**config.mk**
```make
export PLATFORM = sky130hd
export DESIGN_NAME = instr_encoder
export DESIGN_NICKNAME = d
export VERILOG_FILES = /design/src/rtl/instr_encoder.sv
export SDC_FILE = /design/constraint.sdc
export NUM_CORES = 1
export LEC_CHECK = 0
export CORE_MARGIN = 1.5
export CORE_UTILIZATION = 56
export CTS_BUF_LIST = sky130_fd_sc_hd__clkbuf_4
export DETAILED_ROUTE_END_ITERATION = 10
export GPL_ROUTABILITY_DRIVEN = 0
export HOLD_SLACK_MARGIN = 0.08
export PLACE_DENSITY = 0.82
export SLEW_MARGIN = 20
export SYNTH_ARGS = -nofsm -noshare
export SYNTH_HDL_FRONTEND = slang
export SYNTH_SLANG_ARGS = --single-unit
```
**constraint.sdc**
```tcl
create_clock -name clk -period 3.8 [get_ports clk]
set_input_delay 0.38 -clock clk [delete_from_list [all_inputs] [get_ports clk]]
set_output_delay 0.38 -clock clk [all_outputs]
set_load 0.01 [all_outputs]
```
**src/rtl/instr_encoder.sv**
```systemverilog
// instr_encoder: packs R/I-format field sets into 32-bit words and queues {word, byte address}
// for the instruction-memory writer. Define ENC_NOP_PAD_EN to pad each program to a 4-word multiple.
module instr_encoder #(
   parameter int DEPTH     = 4,
   parameter int ADDR_W    = 10,
   parameter int BASE_ADDR = 0
) (
   input  logic              clk,
   input  logic              rst_n,
   input  logic              start,
   input  logic              in_valid,
   output logic              in_ready,
   input  logic              in_last,
   input  logic [5:0]        opcode,
   input  logic [4:0]        rs,
   input  logic [4:0]        rt,
   input  logic [4:0]        rd,
   input  logic [4:0]        shift_amt,
   input  logic [5:0]        func,
   input  logic [15:0]       immediate,
   output logic              out_valid,
   input  logic              out_ready,
   output logic [31:0]       out_instr,
   output logic [ADDR_W-1:0] out_addr,
   output logic [ADDR_W-1:0] word_cnt,
   output logic              err,
   output logic [7:0]        err_cnt,
   output logic              busy,
   output logic              done
);

   localparam int PW = (DEPTH > 1) ? $clog2(DEPTH) : 1;
   localparam int CW = PW + 1;
   localparam logic [5:0] OP_R = 6'd0;
   localparam logic [5:0] OP_I = 6'd9;

`ifdef ENC_NOP_PAD_EN
   typedef enum logic [1:0] {IDLE = 2'd0, RUN = 2'd1, DRAIN = 2'd2, PAD = 2'd3} state_t;
`else
   typedef enum logic [1:0] {IDLE = 2'd0, RUN = 2'd1, DRAIN = 2'd2} state_t;
`endif

   state_t            state_q, state_d;
   logic [PW-1:0]     wr_ptr_q, wr_ptr_d;
   logic [PW-1:0]     rd_ptr_q, rd_ptr_d;
   logic [CW-1:0]     count_q, count_d;
   logic [ADDR_W-1:0] addr_q, addr_d;
   logic [ADDR_W-1:0] word_cnt_q, word_cnt_d;
   logic [7:0]        err_cnt_q, err_cnt_d;
   logic              err_q, err_d;
   logic [31:0]       mem_word_q [DEPTH];
   logic [ADDR_W-1:0] mem_addr_q [DEPTH];

   logic        empty, full, start_go, accept, fmt_ok, reject, pad_push, push, pop;
   logic [31:0] enc_word, push_word;

   // Handshakes: a field set transfers on a cycle with in_valid && in_ready, a word leaves
   // on a cycle with out_valid && out_ready; neither ready depends on its own valid.
   assign empty     = (count_q == '0);
   assign full      = (count_q == CW'(DEPTH));
   assign start_go  = (state_q == IDLE) && start;
   assign accept    = in_valid && in_ready;
   assign fmt_ok    = (opcode == OP_R) || (opcode == OP_I);
   assign reject    = accept && !fmt_ok;
   assign enc_word  = (opcode == OP_R) ? {opcode, rs, rt, rd, shift_amt, func}
                                       : {opcode, rs, rt, immediate};
   assign push_word = pad_push ? 32'h0000_0000 : enc_word;
   assign push      = (accept && fmt_ok) || pad_push;
   assign pop       = !empty && out_ready;

   assign out_valid = !empty;
   assign out_instr = empty ? 32'h0000_0000 : mem_word_q[rd_ptr_q];
   assign out_addr  = empty ? '0 : mem_addr_q[rd_ptr_q];
   assign word_cnt  = word_cnt_q;
   assign err_cnt   = err_cnt_q;
   assign err       = err_q;

   always_ff @(posedge clk or negedge rst_n) begin
      if (!rst_n) begin
         state_q <= IDLE;
      end else begin
         state_q <= state_d;
      end
   end

   always_comb begin
      state_d = state_q;
      case (state_q)
         IDLE: if (start) state_d = RUN;
         RUN: begin
            if (accept && in_last) begin
`ifdef ENC_NOP_PAD_EN
               state_d = (word_cnt_d[1:0] != 2'b00) ? PAD : DRAIN;
`else
               state_d = DRAIN;
`endif
            end
         end
`ifdef ENC_NOP_PAD_EN
         PAD: if (word_cnt_q[1:0] == 2'b00) state_d = DRAIN;
`endif
         DRAIN: if (empty) state_d = IDLE;
         default: state_d = IDLE;
      endcase
   end

   always_comb begin
      in_ready = 1'b0;
      done     = 1'b0;
      pad_push = 1'b0;
      busy     = (state_q != IDLE);
      case (state_q)
         RUN:   in_ready = !full;
         DRAIN: done = empty;
`ifdef ENC_NOP_PAD_EN
         PAD:   pad_push = (word_cnt_q[1:0] != 2'b00) && !full;
`endif
         default: ;
      endcase
   end

   // Rejected field sets leave the address untouched so valid words stay contiguous.
   always_comb begin
      wr_ptr_d   = wr_ptr_q;
      rd_ptr_d   = rd_ptr_q;
      addr_d     = addr_q;
      word_cnt_d = word_cnt_q;
      err_cnt_d  = err_cnt_q;
      err_d      = reject;
      count_d    = count_q + CW'(push) - CW'(pop);
      if (push) begin
         wr_ptr_d   = wr_ptr_q + 1'b1;
         addr_d     = addr_q + ADDR_W'(4);
         word_cnt_d = word_cnt_q + 1'b1;
      end
      if (pop) rd_ptr_d = rd_ptr_q + 1'b1;
      if (reject && (err_cnt_q != 8'hFF)) err_cnt_d = err_cnt_q + 8'd1;
      if (start_go) begin
         addr_d     = ADDR_W'(BASE_ADDR);
         word_cnt_d = '0;
         err_cnt_d  = '0;
      end
   end

   always_ff @(posedge clk or negedge rst_n) begin
      if (!rst_n) begin
         wr_ptr_q   <= '0;
         rd_ptr_q   <= '0;
         count_q    <= '0;
         addr_q     <= '0;
         word_cnt_q <= '0;
         err_cnt_q  <= '0;
         err_q      <= 1'b0;
      end else begin
         wr_ptr_q   <= wr_ptr_d;
         rd_ptr_q   <= rd_ptr_d;
         count_q    <= count_d;
         addr_q     <= addr_d;
         word_cnt_q <= word_cnt_d;
         err_cnt_q  <= err_cnt_d;
         err_q      <= err_d;
      end
   end

   // Storage needs no reset: outputs are masked while the FIFO is empty.
   always_ff @(posedge clk) begin
      if (push) begin
         mem_word_q[wr_ptr_q] <= push_word;
         mem_addr_q[wr_ptr_q] <= addr_q;
      end
   end

endmodule

```
==> flow_summary.ini <==
[timing]
min_period_ns = 3.101
relSlewSlack_pct = 41.96
setup-tns-final_ns = 0
worstMarginPinSlew_ns = 0.8707
rsz0062_at_grt = false
drv_slew = 0
finClkSkew_ns = 0.02538
finalSetupViolations = 0
finalCritPeriodShare_pct = 81.59
fmax_mhz = 322.5
report.final.hold_viol_count = 0
fin_hold_ws_ns = 0.2102

[worst_setup_path]
critPathTopFamily = buffers and inverters
r2r_cells = 9
path_class = flop to output pin
cp.depth = 4
worstPathArrival_ns = 2.72
cp.required_ns = 3.42
cp_cell_sequence = buf_12 -> mux4_2 -> and2_1 -> clkdlybuf4s50_1
reg2reg_slack_ns = 1.13
crit_fanout = 33
worstSetupStartpointType = flop
critPathCaptureType = output pin
r2r_end = count_q[2]
r2r-start = count_q[1]
cp.buffers_inverters = 2
slowest_delay_ns = 0.59
cp_slowest_cell = dfrtp_2

[global_route]
grt_use_total_pct = 21.86
antenna_found_initial = 0
grt_pass1_vias = 4707
grt_pass1_wl_um = 24470
grt_max_degree = 42
grt_overflow = 0

[synth]
ys_ff_latch = 196
synth_edf_count = 160
synth-simple-area-share_pct = 8.670
mappedNetlistArea_mm2 = 0.008154
yosysMostFrequentCell = edfxtp_1
synth_compound_gate_area_share_pct = 3.146
synth_area_leaders = edfxtp_1 59%, dfrtp_1 11%, mux4_2 11%
yosysUniqueCellTypes = 42
yosys_most_used_dff = edfxtp_1
synthTopCellsByCount = 160 x edfxtp_1, 46 x and2_1, 40 x mux4_2, 36 x dfrtp_1, 21 x nand2_1
synthXorXnorAreaFrac_pct = 0.7519
synth_fa_ha_area_share_pct = 1.627
synth-async-reset-ratio_pct = 18.37
ys_warn_count = 0
synthCells = 475
synth_top_family_by_area = multiplexers
yosys.area.top_type_share_pct = 58.92
synth_area_leader_cell = edfxtp_1
syn_area_per_cell_um2 = 17.17
synthMuxAreaShare_pct = 13.75
ys_seq_area_share_pct = 69.97

[place]
place_hpwl_um = 10130
port_buffers = 116

[route]
routed_wl_um = 15610
wire_per_inst_um = 19.80
first_pass_iters = 4
first_iter_violations = 313
drc = 0
drtAntennaViolNets = 0
num_vias = 4587
vias_per_cell = 5.821

[floorplanning]
rows = 43
io_pins = 119
coreArea_mm2 = 0.01404
die_area_mm2 = 0.01529
die_h_um = 123.7
floorplan.initialDensity_pct = 58.07
die_w_um = 123.7

[clocking]
postCtsSetupRepairBufs = 0
clk_latency_ns = 0.57
ctsHoldBuffers = 0
cts_buffer_depth = 2
clk_pin_slew_worst_paths_ns = 0.15
cts_root_buf = clkbuf_4
cts_tree = built
numClockSinks = 196
ctsResizeCount = 0
htreeDepth = 4
cts_buffers = 17

[run_status]
status = complete, no violations

[power]
power_frac_seq_pct = 45.3
p_sw_share_pct = 29.09
p_int_w = 0.003973
clockPowerShare_pct = 18.9
leakage_nw = 3.326
p_switching_w = 0.001630
comb_power_share_pct = 35.8
ir_drop_uv = 455.2
p_per_area_mw_per_mm2 = 568.8

[cells_and_area]
layout-drive-gt1-share_pct = 14.97
final_nets = 659
n_fill_cell = 895
syn_to_final_growth_pct = 20.82
antenna_cells = 0

[flow_run]
drv_cap = 0

[min_path]
min_path_type = input port to asynchronous set/reset pin
[area by class of cell]
class / count / area [um2] / area share (%)
well taps: 180 / 225.2 / 2.286
flip-flops and latches: 196 / 5708 / 57.94
inverters: 13 / 48.80 / 0.4953
multi-input cells: 241 / 2291 / 23.25
repair buffers: 126 / 1299 / 13.18
clock buffers: 19 / 142.6 / 1.448
clock inverters: 13 / 137.6 / 1.397
[state kept, by name, summed over array words and instances (netlist names)]
name	cells
mem_addr_q	32
err_cnt	8
count_q	3
rd_ptr_q	2
addr_q	8
word_cnt	10
mem_word_q	128
state_q	2
wr_ptr_q	2
err	1
[worst reg2reg max path: stages, from the launching register on]
cell	delay (ns)
dfrtp_1	0.48
nor3b_1	0.51
nor4_4	0.11
inv_2	0.37
ha_1	0.31
inv_1	0.06
ha_1	0.13
inv_1	0.05
fa_1	0.37
xnor2_1	0.20
[worst max path at each step]
stage                            from               end
after detailed placement    opcode[2]        count_q[2]
after global placement      opcode[2]        count_q[1]
final                     rd_ptr_q[0]       out_addr[9]
after floorplan             opcode[2]  mem_addr_q[0][2]
after global routing      rd_ptr_q[0]     out_instr[30]
after CTS                 rd_ptr_q[0]       out_addr[9]
[power groups by stage]
| stage | registers (W) | clock network (W) | logic [W] |
|---|---|---|---|
| after floorplan | 0.00252 | 0 | 0.00118 |
| after global placement | 0.00258 | 0 | 0.00200 |
| after detailed placement | 0.00259 | 0 | 0.00203 |
| after CTS | 0.00254 | 0.00108 | 0.00204 |
| after global routing | 0.00256 | 0.00115 | 0.00217 |
| final | 0.00254 | 0.00106 | 0.00201 |
[cells in the final DEF (no fill, tap or decap), drive strengths merged, types with 2 or more instances in the layout]
cell	netlist	final
xnor2	5	5
bufinv	0	2
mux4	40	40
nor2	7	7
o21ai	7	7
a21oi	14	14
nand3	11	11
clkinvlp	0	7
inv	13	14
edfxtp	160	160
nor3	7	7
o31ai	13	13
dfrtp	36	36
clkbuf	14	19
mux2	16	16
nand4	4	4
clkdlybuf4s50	0	116
clkinv	0	3
or4	10	10
buf	12	10
o211ai	5	5
nor4	3	3
conb	1	2
nand2	21	21
or3	4	4
ha	9	9
mux2i	4	4
xor2	2	2
and2	46	46
nor3b	2	2
[per-layer routing]
layer  up-vias  routed length (um)  part of all wire [%]  global-route usage [%]
met5         -                   0                     0                       0
met3        21                 949                   6.1                   4.625
li1       2094                   -                     -                       -
met2       174                7701                    49                   36.46
met1      2298                6710                    43                   29.06
met4         0                 243                   1.6                   7.184
[logic make-up (layout without fill, tap and decap cells)]
logic type / after synthesis / in the layout
simple gates: 121 / 121
other cells: 1 / 2
fa+ha+maj: 10 / 10
flops: 196 / 196
xor+xnor: 7 / 7
mux: 60 / 60
compound gates: 41 / 41
buf+inv: 39 / 171
[through the flow]
stage	cell area, um2	power (W)	instances	utilization [%]	worst slack (ns)
after global placement	9572	0.004584	756	68.16	0.6652
after detailed placement	9572	0.004620	756	68.16	0.5552
after CTS	9852	0.005667	788	70.16	0.6211
after global routing	9852	0.005875	788	70.16	0.5372
after floorplan	8158	0.003691	476	-	0.8908
final	9852	0.005603	788	70.16	0.6994
Note: power is estimated with default switching activity, not from simulation.
